### config.mk
export PLATFORM = sky130hd
export DESIGN_NAME = depacketizer_3
export DESIGN_NICKNAME = d
export VERILOG_FILES = /design/src/rtl/depacketizer_3.sv
export SDC_FILE = /design/constraint.sdc
export NUM_CORES = 1
export LEC_CHECK = 0
export ABC_AREA = 0
export CORE_MARGIN = 3
export CORE_UTILIZATION = 47
export CTS_BUF_LIST = sky130_fd_sc_hd__clkbuf_8 sky130_fd_sc_hd__clkbuf_16
export DETAILED_ROUTE_END_ITERATION = 8
export MAX_ROUTING_LAYER = met4
export PLACE_DENSITY_LB_ADDON = 0.1
export SYNTH_ARGS = -nofsm -noshare
export SYNTH_HDL_FRONTEND = slang
export SYNTH_SLANG_ARGS = --single-unit
### constraint.sdc
create_clock -name clk -period 1.69 [get_ports clk]
set_input_delay 0.169 -clock clk [delete_from_list [all_inputs] [get_ports clk]]
set_output_delay 0.169 -clock clk [all_outputs]
set_load 0.1 [all_outputs]
### src/rtl/depacketizer_3.sv
// Receive-side depacketizer: strips NoC flit control fields and reassembles up to
// three flit payloads into one data word on a registered ready/valid output.
module depacketizer_3 #(
    parameter int ADDRESS_WIDTH    = 4,
    parameter int VC_ADDRESS_WIDTH = 1,
    parameter int FLIT_WIDTH       = 12,
    parameter int WIDTH_OUT        = 12
) (
    input  logic                        clk,
    input  logic                        rst,
    input  logic [FLIT_WIDTH-1:0]       i_data_in,
    input  logic                        i_valid_in,
    output logic                        i_ready_out,
    output logic [WIDTH_OUT-1:0]        o_data_out,
    output logic [ADDRESS_WIDTH-1:0]    o_dest_out,
    output logic [VC_ADDRESS_WIDTH-1:0] o_vc_out,
    output logic                        o_valid_out,
    input  logic                        o_ready_in,
    output logic                        o_error
);
    localparam int HP = FLIT_WIDTH - 3 - VC_ADDRESS_WIDTH - ADDRESS_WIDTH;
    localparam int BP = FLIT_WIDTH - 3 - VC_ADDRESS_WIDTH;
    localparam int AW = HP + 2 * BP;

    typedef enum logic [1:0] {IDLE, F2, F3} state_t;

    state_t                      state, state_next;
    logic [AW-1:0]               asm_p0, asm_next;
    logic [ADDRESS_WIDTH-1:0]    dest_p0, dest_next;
    logic [VC_ADDRESS_WIDTH-1:0] vc_p0, vc_next;
    logic                        complete, err_next, accept;

    logic                        flit_valid, flit_head, flit_tail;
    logic [VC_ADDRESS_WIDTH-1:0] flit_vc;
    logic [ADDRESS_WIDTH-1:0]    flit_addr;
    logic [HP-1:0]               head_pay;
    logic [BP-1:0]               body_pay;

    assign flit_valid = i_data_in[FLIT_WIDTH-1];
    assign flit_head  = i_data_in[FLIT_WIDTH-2];
    assign flit_tail  = i_data_in[FLIT_WIDTH-3];
    assign flit_vc    = i_data_in[FLIT_WIDTH-4 -: VC_ADDRESS_WIDTH];
    assign flit_addr  = i_data_in[FLIT_WIDTH-4-VC_ADDRESS_WIDTH -: ADDRESS_WIDTH];
    assign head_pay   = i_data_in[HP-1:0];
    assign body_pay   = i_data_in[BP-1:0];

    assign i_ready_out = ~o_valid_out | o_ready_in;
    assign accept      = i_valid_in & i_ready_out;

    always_comb begin
        state_next = state;
        asm_next   = asm_p0;
        dest_next  = dest_p0;
        vc_next    = vc_p0;
        complete   = 1'b0;
        err_next   = 1'b0;
        if (accept && flit_valid) begin
            if (flit_head) begin
                // A head in mid-packet abandons the partial packet and restarts.
                err_next   = (state != IDLE);
                asm_next   = {head_pay, {(2*BP){1'b0}}};
                dest_next  = flit_addr;
                vc_next    = flit_vc;
                complete   = flit_tail;
                state_next = flit_tail ? IDLE : F2;
            end else begin
                case (state)
                    IDLE: err_next = 1'b1;
                    F2: begin
                        asm_next[2*BP-1:BP] = body_pay;
                        complete   = flit_tail;
                        state_next = flit_tail ? IDLE : F3;
                    end
                    F3: begin
                        // Third slot always terminates the packet, tail bit or not.
                        asm_next[BP-1:0] = body_pay;
                        err_next   = ~flit_tail;
                        complete   = 1'b1;
                        state_next = IDLE;
                    end
                    default: state_next = IDLE;
                endcase
            end
        end
    end

    // Stage p0: assembly state; output registers load on completion
    always_ff @(posedge clk or posedge rst) begin
        if (rst) begin
            state       <= IDLE;
            asm_p0      <= '0;
            dest_p0     <= '0;
            vc_p0       <= '0;
            o_data_out  <= '0;
            o_dest_out  <= '0;
            o_vc_out    <= '0;
            o_valid_out <= 1'b0;
            o_error     <= 1'b0;
        end else begin
            state   <= state_next;
            asm_p0  <= asm_next;
            dest_p0 <= dest_next;
            vc_p0   <= vc_next;
            o_error <= err_next;
            if (complete) begin
                o_data_out  <= asm_next[AW-1 -: WIDTH_OUT];
                o_dest_out  <= dest_next;
                o_vc_out    <= vc_next;
                o_valid_out <= 1'b1;
            end else if (o_ready_in) begin
                o_valid_out <= 1'b0;
            end
        end
    end
endmodule

== Yosys cells after proc, flatten, opt, wreduce, memory -nomap -nowiden ==
Index checks and enable logic that the tools add are counted.
Storage, ports and cells
  word-level logic and storage cells: 45
  bits in registers: 46
Cells by class
  reduce and logical (&&, ||, !) cells: 7
  bitwise gates (word level): 4
  equal/unequal tests: 3
  muxes and demuxes: 21
Operator list (number)
  two-way mux 20 bit: 1
  two-way mux 16 bit: 1
  two-way mux 8 bit: 2
  two-way mux 4 bit: 3
  two-way mux 1 bit: 9
  nonzero test 2 bit: 3
  two-way mux 2 bit: 2
  case mux 1 bit (2 select lines): 2
  case mux 2 bit (2 select lines): 1
  AND reduction 2 bit: 2
  == test 2 x 1 -> 1 bit, second input constant: 1
  == test 2 bit, second input constant: 1
  logical NOT 2 bit: 1
  != test 2 bit, second input constant: 1
  inverter 1 bit: 2
  AND 1 bit: 1
  logical AND 1 bit: 1
  OR 1 bit: 1

== Logic depth before layout (Yosys ltp) ==
Gate-level depths: netlist of the first run.
  word-level depth: 6
  depth in mapped cells: 7

== Least setup slack after synthesis of the first run ==
No wires, ideal clock.
  path kind: register to register
  start point: register o_valid_out
  end point: register o_error
  stages on the path, launching flop included: 5
  path buffers: 1
  library setup time: 99 ps
  slack: -1190 ps
  period minus slack after synthesis: 2880 ps
  data arrival time: 2782 ps
  cells stage by stage: dfrtp_1 > nand2b_1 > buf_1 > nand2_1 > a211oi_1
On the way
  cells in the longest elaborated chain, start to end: 5
RTL lines
  from (decl): RTL line 17  | output logic o_valid_out,
  from (signal assigned): RTL line 97  | o_valid_out <= 1'b0;
  from (signal assigned): RTL line 109  | o_valid_out <= 1'b1;
  from (signal assigned): RTL line 111  | o_valid_out <= 1'b0;
  inverter 1 bit: RTL line 47  | assign i_ready_out = ~o_valid_out | o_ready_in;
  OR 1 bit: RTL line 47
  named net i_ready_out: RTL line 13  | output logic i_ready_out,
  AND 1 bit: RTL line 48  | assign accept = i_valid_in & i_ready_out;
  logical AND 1 bit: RTL line 57  | if (accept && flit_valid) begin
  two-way mux 1 bit: RTL line 57
  named net err_next: RTL line 31  | logic complete, err_next, accept;
  to (signal assigned): RTL line 104  | o_error <= err_next;
  to (decl): RTL line 19  | output logic o_error
The timed path passes the listed nets, and every way through them passes these cells.
A chain may end at the register's enable or synchronous reset.

== Final worst setup path of the first run ==
  start point: register state[0]
  end point: register o_data_out[6]
On the way
  cells in the longest elaborated chain, start to end: 4
  elaborated cells between the ends (all ways): 8
RTL lines
  from (decl): RTL line 27  | state_t state, state_next;
  from (signal assigned): RTL line 100  | state <= state_next;
  == test 2 bit or == test 2 x 1 -> 1 bit (tied branches): RTL line 67  | case (state)
  case mux 1 bit (2 select lines) or two-way mux 8 bit (tied branches): RTL line 67
  two-way mux 1 bit or two-way mux 16 bit (tied branches): RTL line 58  | if (flit_head) begin
  two-way mux 1 bit or two-way mux 20 bit (tied branches): RTL line 57
  to (signal assigned): RTL line 106  | o_data_out <= asm_next[AW-1 -: WIDTH_OUT];
  to (decl): RTL line 14  | output logic [WIDTH_OUT-1:0] o_data_out,
Parallel ways exist; a longest one is shown, timed or not.

==> flow_summary.ini, run 1 <==
[die]
initial_core_util = 0.507
rows = 22
die_h_um = 70.2
dieArea_um2 = 4930
die_x_um = 70.2
ios = 36
core_area_um2 = 3830

[power_and_ir_drop]
finalPower_mw = 5.43
ir_drop_mv = 1.42
p_leak_nw = 1.21
p_clk_frac = 0.175
power_frac_comb = 0.545
switching_share = 0.451
p_per_area_nw_per_um2 = 1980
power.switching_mw = 2.45
p_int_mw = 2.98
pwr-share-seq = 0.280

[clock_tree]
clk_pin_slew_worst_paths_ns = 0.08
h-tree-depth = 2
cts_buffer_depth = 2
cts_buffers = 5
cts_tree = yes
clock_sinks = 38
clockRootBuffer = clkbuf_8
clkLatencyLatePin_ns = 0.29

[detailed_routing]
drt_first_iter_violations = 57
viasPerCell = 5.57
wl_per_cell_um = 16.8
ant_nets = 0
drc = 0
vias = 1386
first_pass_iters = 4
wirelength_um = 4180

[setup_path]
startpoint_type = register
critical_path_class = register to register
slowest_stage = dfrtp_1
required_ns = 1.87
end_kind = register
critPathMaxFanout = 9
cp.arrival_ns = 1.90
crit_path_max_incr_delay_ns = 0.44
path_cells = inv_2 -> ha_2 -> nor2b_2 -> o2111a_2 -> clkbuf_16 -> mux2_2

[cells_and_area]
final_cell_mix = 37 x dfrtp_1, 25 x mux2_2, 23 x buf_4, 15 x clkdlybuf4s50_1, 15 x buf_12
multiInputGateArea_um2 = 922
syn2layout_area_growth_pct = 41.6
drive_gt1_frac = 0.443
regArea_um2 = 955
final_core_util = 0.718
layout_commonest_cell = dfrtp_1
final_area_um2 = 2750
num_antenna_cells = 0
final_nets = 220
fillerInstances = 254

[yosys]
yosysTopAreaCell = dfrtp_1
synth_seq_cells = 38
synthDistinctLibCells = 25
yosysSeqAreaShare = 0.490
synthTopCellsByArea = dfrtp_1 49%, mux2_2 15%, mux2_4 7.0%, mux2i_1 4.1%, a41oi_1 3.6%
synthCells = 149
ys_warn_count = 0
syn-num-nets = 169
yosysTopAreaCellShare = 0.490
syn_area_per_cell_um2 = 13.0
syn-cell-area_um2 = 1940

[status]
failed_checks = negative setup slack
status = finished with violations

[timing]
hold_viol_final = 0
rsz0062_at_grt = yes
setup_viol = 17
timing.final.ws_setup_ns = -0.0298
period_share = 1.02
post-route-min-period_ns = 1.72
fin_skew_ns = 0.00499
tightest_slew_ns = 0.279
slew_viol_final = 0
holdWs_ns = 0.222
slew_headroom = 0.816
fmax_ghz = 0.581
setup_tns_ns = -0.256

[grt]
grt_pass1_vias = 1435
grt.overflow.total = 0
grt_max_degree = 39
antenna_found_initial = 0
grt_pass1_wl_um = 7020
track_usage = 0.186

[placed_design]
dpl-instance-area_um2 = 2560
dp_hpwl_um = 2800
io_buffers = 35
gp_congestion = 0.773

[hold_path]
hold_class = primary input to asynchronous set/reset pin

[job]
maxCapViolations = 0
power groups by stage:
stage | Clock [mW] | Sequential, mW | Combinational (mW)
4_1_cts | 0.970 | 1.53 | 2.96
6_report | 0.951 | 1.52 | 2.96
3_5_place_dp | 0 | 1.53 | 2.96
5_1_grt | 1.01 | 1.57 | 3.08
2_1_floorplan | 0 | 2.85 | 0.707
3_3_place_gp | 0 | 1.51 | 2.92
cell families after synthesis:
logic type | after synthesis | synth area share
compound gates | 24 | 0.108
fa+ha+maj | 4 | 0.0258
buf+inv | 15 | 0.0458
flops | 38 | 0.490
mux | 43 | 0.262
simple gates | 25 | 0.0684
routing by layer:
| layer | up-vias | track usage | wire length (um) |
|---|---|---|---|
| met2 | 43 | 0.261 | 1970 |
| met5 | - | - | 0 |
| li1 | 648 | - | - |
| met1 | 688 | 0.252 | 1930 |
| met4 | 0 | 0.0638 | 62 |
| met3 | 7 | 0.0633 | 221 |
synthesized netlist by cell type, drive strengths merged:
cell type	count
buf	6
a21o	2
mux2	35
nand3	2
o2111a	1
nand2b	2
dfrtp	38
and2	2
ha	4
nor2	8
nor3b	1
inv	5
a32o	2
o2bb2ai	8
a211oi	2
a41oi	8
nor2b	9
o21a	1
nand2	1
clkbuf	4
mux2i	8
worst paths after layout:
| kind | start | end | slack, ns | depth (start not counted) |
|---|---|---|---|---|
| setup / recovery | state[0]$_DFFE_PP0P_ | o_data_out[6]$_DFFE_PP0P_ | -0.03 | 6 |
| min in group clk | o_ready_in | o_valid_out$_DFFE_PP0P_ | 0.48 | 3 |
| max in group asynchronous | rst | o_valid_out$_DFFE_PP0P_ | 1.27 | 3 |
| hold / removal | rst | asm_p0[16]$_DFF_PP0_ | 0.22 | 3 |
| setup reg to reg | state[0]$_DFFE_PP0P_ | o_data_out[6]$_DFFE_PP0P_ | -0.03 | 6 |
| hold reg to reg | dest_p0[1]$_DFF_PP0_ | dest_p0[1]$_DFF_PP0_ | 0.51 | 1 |
critical path: cells and delay by family (launching register included):
kind                       cells  cell delay, ns
buffers and inverters          2            0.27
adders and majority gates      1            0.17
AOI/OAI and AO/OA              1            0.26
muxes                          1            0.33
and+or+nand+nor                1            0.14
DFF                            1            0.44
sequential cells by signal (all words and copies together) (netlist names):
name         flops
dest_p0          4
o_valid_out      1
o_data_out      12
state            2
o_vc_out         1
o_dest_out       4
asm_p0          12
o_error          1
vc_p0            1
stage by stage:
stage          cells  setup slack [ns]
6_report         249           -0.0298
3_3_place_gp     238           -0.0614
3_5_place_dp     238            -0.124
5_1_grt          249           -0.0965
2_1_floorplan    149           -0.0121
4_1_cts          246           -0.0382
cell type report:
class	instances	area share
sequential	38	0.348
multi-input combinational	96	0.336
timing repair buffer	54	0.236
clock buffer	6	0.0301
clock inverter	2	0.0219
tap	48	0.0219
inverter	5	0.00683
what timing repair did:
action	4_1_cts	5_1_grt
cloned	0	1
buffers inserted	0	2
hold buffers	0	0
endpoints found under the hold margin	0	0
endpoints found under the setup margin	17	17
resized for setup	3	1
Power figures use the tool's default switching activity.
==> run 2, diff against run 1 <==
==> constraint.sdc (replaced) <==
create_clock -name clk -period 1.69 [get_ports clk]
set_input_delay 0.338 -clock clk [delete_from_list [all_inputs] [get_ports clk]]
set_output_delay 0.338 -clock clk [all_outputs]
set_load 0.1 [all_outputs]
==> run 2 against run 1 <==
- critical path depth did not move
- cell area grew 2.1%
- flip-flop and latch count stayed put
- wire length shrank 1.2%
- highest routed layer unchanged
- the run still ends with negative setup slack left
- fmax fell by 0.49%
- non-clock buffer count fell by 1
- clock skew barely moved
- first-iteration DRC count down 28%
==> flow_summary.ini, run 2 (synthesized netlist as in run 1, its figures left out) <==
[detailed_routing]
wl_per_cell_um = 16.7
vias = 1337
first_pass_iters = 4
ant_nets = 0
drc = 0
wirelength_um = 4130
drt_first_iter_violations = 41
viasPerCell = 5.39

[cells_and_area]
final_nets = 219
num_antenna_cells = 0
layout_commonest_cell = dfrtp_1
largestRegisters = asm_p0 x12, o_data_out x12
fillerInstances = 248
final_core_util = 0.733
final_area_um2 = 2800
final_cell_mix = 37 x dfrtp_1, 26 x mux2_2, 23 x buf_12, 15 x clkdlybuf4s50_1, 12 x buf_4
regArea_um2 = 955
drive_gt1_frac = 0.440
syn2layout_area_growth_pct = 44.6
multiInputGateArea_um2 = 923

[power_and_ir_drop]
power_frac_comb = 0.589
pwr-share-seq = 0.291
power.switching_mw = 2.50
p_clk_frac = 0.119
switching_share = 0.465
p_per_area_nw_per_um2 = 1920
p_leak_nw = 1.22
p_int_mw = 2.88
ir_drop_mv = 1.44

[die]
core_area_um2 = 3830
dieArea_um2 = 4930
initial_core_util = 0.507
die_h_um = 70.2
rows = 22
die_x_um = 70.2
ios = 36

[timing]
slew_viol_final = 0
tightest_slew_ns = 0.250
slew_headroom = 0.833
fmax_ghz = 0.579
setup_viol = 13
fin_skew_ns = 0.00545
post-route-min-period_ns = 1.73
rsz0062_at_grt = yes
holdWs_ns = 0.379
hold_viol_final = 0
setup_tns_ns = -0.282
period_share = 1.02
timing.final.ws_setup_ns = -0.0382

[grt]
track_usage = 0.182
antenna_found_initial = 0
grt.overflow.total = 0
grt_pass1_vias = 1385
grt_max_degree = 39
grt_pass1_wl_um = 6840

[setup_path]
end_kind = register
required_ns = 1.87
critPathMaxFanout = 9
crit_buf_inv = 2
critical_path_class = register to register
startpoint_type = register
critical-path-top-delay-family = flip-flops
slowest_stage = dfrtp_1
cp.arrival_ns = 1.91
path_cells = inv_2 -> ha_1 -> a21o_1 -> o2111a_2 -> clkbuf_16 -> mux2_2
crit_path_max_incr_delay_ns = 0.43

[clock_tree]
cts_buffers = 5
clk_pin_slew_worst_paths_ns = 0.07
clkLatencyLatePin_ns = 0.29
holdBufCountCts = 0
clockRootBuffer = clkbuf_8
h-tree-depth = 2
cts_tree = yes
clock_sinks = 38
cts_buffer_depth = 2

[status]
failed_checks = negative setup slack
status = finished with violations

[placed_design]
dpl-instance-area_um2 = 2650
gp_congestion = 0.757
io_buffers = 35
dp_hpwl_um = 2840

[hold_path]
hold_class = primary input to asynchronous set/reset pin

[job]
maxCapViolations = 0
run 2: power groups by stage:
stage / registers [mW] / logic (mW) / clock network [mW]
finish: 1.57 / 3.17 / 0.643
floorplan: 2.85 / 0.707 / 0
detailed placement: 1.58 / 3.17 / 0
CTS: 1.57 / 3.17 / 0.665
global route: 1.61 / 3.30 / 0.706
global placement: 1.56 / 3.12 / 0
run 2: final timing paths:
path,from,end,slack (ns),cells past startpoint
setup / recovery,state[0]$_DFFE_PP0P_,o_data_out[5]$_DFFE_PP0P_,-0.04,6
hold reg to reg,asm_p0[16]$_DFF_PP0_,asm_p0[16]$_DFF_PP0_,0.51,1
setup reg to reg,state[0]$_DFFE_PP0P_,o_data_out[5]$_DFFE_PP0P_,-0.04,6
hold / removal,rst,o_data_out[9]$_DFFE_PP0P_,0.38,3
max in group asynchronous,rst,o_valid_out$_DFFE_PP0P_,1.09,3
min in group clk,asm_p0[16]$_DFF_PP0_,asm_p0[16]$_DFF_PP0_,0.51,1
run 2: through the flow:
step	setup slack (ns)	cells	power, mW
6_report	-0.0382	248	5.38
5_1_grt	-0.0860	248	5.61
4_1_cts	-0.0402	244	5.41
3_5_place_dp	-0.298	237	4.74
3_3_place_gp	-0.248	237	4.68
2_1_floorplan	-0.0121	149	3.55
run 2: tightest hold or removal path: stages:
cell and delay (ns):
clkdlybuf4s50_1 0.39, inv_1 0.09, buf_12 0.21
run 2: metal layers:
layer	part of all wire	track usage	up-vias	routed length, um
met5	0	-	-	0
met4	0.017	0.0511	0	72
met3	0.047	0.0576	7	195
met2	0.47	0.270	29	1930
met1	0.47	0.241	653	1940
li1	-	-	648	-
run 2: layout make-up:
| type | count | area share |
|---|---|---|
| Sequential cell | 38 | 0.340 |
| Multi-Input combinational cell | 96 | 0.329 |
| Timing Repair Buffer | 53 | 0.268 |
| Clock buffer | 6 | 0.0295 |
| Tap cell | 48 | 0.0214 |
| Inverter | 5 | 0.00669 |
| Clock inverter | 2 | 0.00446 |
run 2: repair_timing:
item | in CTS | in global routing
resized for setup | 3 | 3
gates cloned | 0 | 1
setup buffers | 0 | 3
pin swaps | 0 | 0
endpoints found under the hold margin | 0 | 0
setup endpoints to repair | 12 | 18
==> run 3, diff against run 2 <==
--- a/config.mk
+++ b/config.mk
@@ -7,7 +7,7 @@
 export LEC_CHECK = 0
 export ABC_AREA = 0
 export CORE_MARGIN = 3
-export CORE_UTILIZATION = 47
+export CORE_UTILIZATION = 52
 export CTS_BUF_LIST = sky130_fd_sc_hd__clkbuf_8 sky130_fd_sc_hd__clkbuf_16
 export DETAILED_ROUTE_END_ITERATION = 8
 export MAX_ROUTING_LAYER = met4
==> constraint.sdc (replaced) <==
create_clock -name clk -period 1.8 [get_ports clk]
set_input_delay 0.36 -clock clk [delete_from_list [all_inputs] [get_ports clk]]
set_output_delay 0.36 -clock clk [all_outputs]
set_load 0.1 [all_outputs]
==> run 3 against run 2 <==
- the flow now finishes without violations
- non-clock buffer count is 3 higher
- clock power is 8.6% higher
- first-iteration DRC count up 100%
- wire length up 4.1%
- cell count rose by 0.40%
- die area shrank 8.8%
- via count up 4.6%
- critical path type is now primary input to output port
- critical endpoint is now i_ready_out
- largest cell class unchanged
==> flow_summary.ini, run 3 (synthesized netlist as in run 1, its figures left out) <==
[cells_and_area]
final_cell_mix = 37 x dfrtp_1, 26 x mux2_2, 22 x buf_12, 16 x buf_4, 15 x clkdlybuf4s50_1
largestRegisters = asm_p0 x12, o_data_out x12
final_nets = 222
final_core_util = 0.805
drive_gt1_frac = 0.433
syn2layout_area_growth_pct = 43.9
finalNonFillerCells = 249
regArea_um2 = 952
multiInputGateArea_um2 = 910
final_area_um2 = 2790
num_antenna_cells = 0
fillerInstances = 216
layout_commonest_cell = dfrtp_1

[status]
status = finished clean

[setup_path]
r2r_cells = 6
r2r_setup_slack_ns = 0.09
critical_path_class = primary input to output port
startpoint_type = primary input
critPathMaxFanout = 5
crit_path_max_incr_delay_ns = 0.48
path_cells = clkdlybuf4s50_1 -> nand2b_4 -> buf_4 -> buf_6 -> buf_12
critical-path-top-delay-family = buffers and inverters
cp.arrival_ns = 1.39
slowest_stage = clkdlybuf4s50_1
required_ns = 1.44
worstReg2RegStart = state[0]$_DFFE_PP0P_
timing.rr.end = o_data_out[11]$_DFFE_PP0P_
end_kind = output port
crit_buf_inv = 4

[power_and_ir_drop]
p_per_area_nw_per_um2 = 1840
p_leak_nw = 1.24
finalPower_mw = 5.14
ir_drop_mv = 1.47

[timing]
post-route-min-period_ns = 1.75
rsz0062_at_grt = yes
slew_viol_final = 0
fmax_ghz = 0.570
period_share = 0.975
slew_headroom = 0.828
fin_skew_ns = 0.00819
setup_viol = 0
hold_viol_final = 0
tightest_slew_ns = 0.257

[detailed_routing]
viasPerCell = 5.61
vias = 1398
drc = 0
drt_first_iter_violations = 82
wirelength_um = 4300
first_pass_iters = 4
wl_per_cell_um = 17.3
ant_nets = 0

[die]
ios = 36
die_h_um = 67.1
dieArea_um2 = 4500
core_area_um2 = 3470
die_x_um = 67.1
rows = 21
initial_core_util = 0.559

[placed_design]
gp_congestion = 0.849
dp_hpwl_um = 3060
dp_cells = 240
dpl-instance-area_um2 = 2650
io_buffers = 35

[clock_tree]
cts_buffers = 5
h-tree-depth = 2
clock_sinks = 38
clk_pin_slew_worst_paths_ns = 0.08
cts_tree = yes
cts_buffer_depth = 2
clkLatencyLatePin_ns = 0.29
clockRootBuffer = clkbuf_8

[grt]
grt_pass1_vias = 1425
grt_max_degree = 39
track_usage = 0.219
grt.overflow.total = 0
grt_pass1_wl_um = 7000
antenna_found_initial = 0

[hold_path]
hold_class = primary input to asynchronous set/reset pin

[job]
maxCapViolations = 0
## run 3: final cells by class
type,instances,area share
well taps,46,0.0206
clock inverters,3,0.0143
flip-flops and latches,38,0.341
multi-input cells,96,0.326
repair buffers,56,0.267
clock buffers,5,0.0247
inverters,5,0.00672
## run 3: layer usage
metal | part of all wire | up-vias | track usage
li1 | - | 652 | -
met1 | 0.43 | 700 | 0.278
met2 | 0.51 | 39 | 0.345
met3 | 0.045 | 7 | 0.0472
met4 | 0.013 | 0 | 0.0759
met5 | 0 | - | -
## run 3: how the worst max path moves through the flow
| stage | depth (start not counted) | to | slack [ns] | start |
|---|---|---|---|---|
| floorplan | 6 | o_data_out[0]$_DFFE_PP0P_ | 0.05 | state[0]$_DFFE_PP0P_ |
| global placement | 5 | asm_p0[17]$_DFF_PP0_ | -0.21 | i_data_in[10] |
| CTS | 5 | i_ready_out | 0.03 | o_ready_in |
| global route | 6 | o_data_out[10]$_DFFE_PP0P_ | 0.005 | state[0]$_DFFE_PP0P_ |
| finish | 5 | i_ready_out | 0.05 | o_ready_in |
| detailed placement | 5 | asm_p0[16]$_DFF_PP0_ | -0.26 | i_data_in[10] |
## run 3: stage by stage
step	TNS, ns	hold WS [ns]	worst slack, ns
6_report	0	0.420	0.0454
5_1_grt	0	0.459	0.00527
4_1_cts	0	0.440	0.0274
3_5_place_dp	-6.10	0.495	-0.259
3_3_place_gp	-4.43	0.484	-0.211
2_1_floorplan	0	0.469	0.0490
## run 3: repair_timing
action                                  CTS  global route
resized for setup                         2             4
endpoints found under the setup margin    1            26
setup buffers                             0             1
hold buffers                              0             0
## run 3: worst register-to-register path, cell delays in order, from the launching register on
cell      delay [ns]
dfrtp_1         0.41
inv_1           0.08
ha_1            0.22
nor2b_1         0.13
o2111a_1        0.26
buf_4           0.19
mux2_4          0.31
## run 3: power by group
group	internal [mW]	switching (mW)	leakage, nW	total (mW)
logic	1.22	1.76	0.709	2.97
clock network	0.408	0.290	0.0579	0.698
registers	1.17	0.298	0.471	1.47
total	2.80	2.34	1.24	5.14
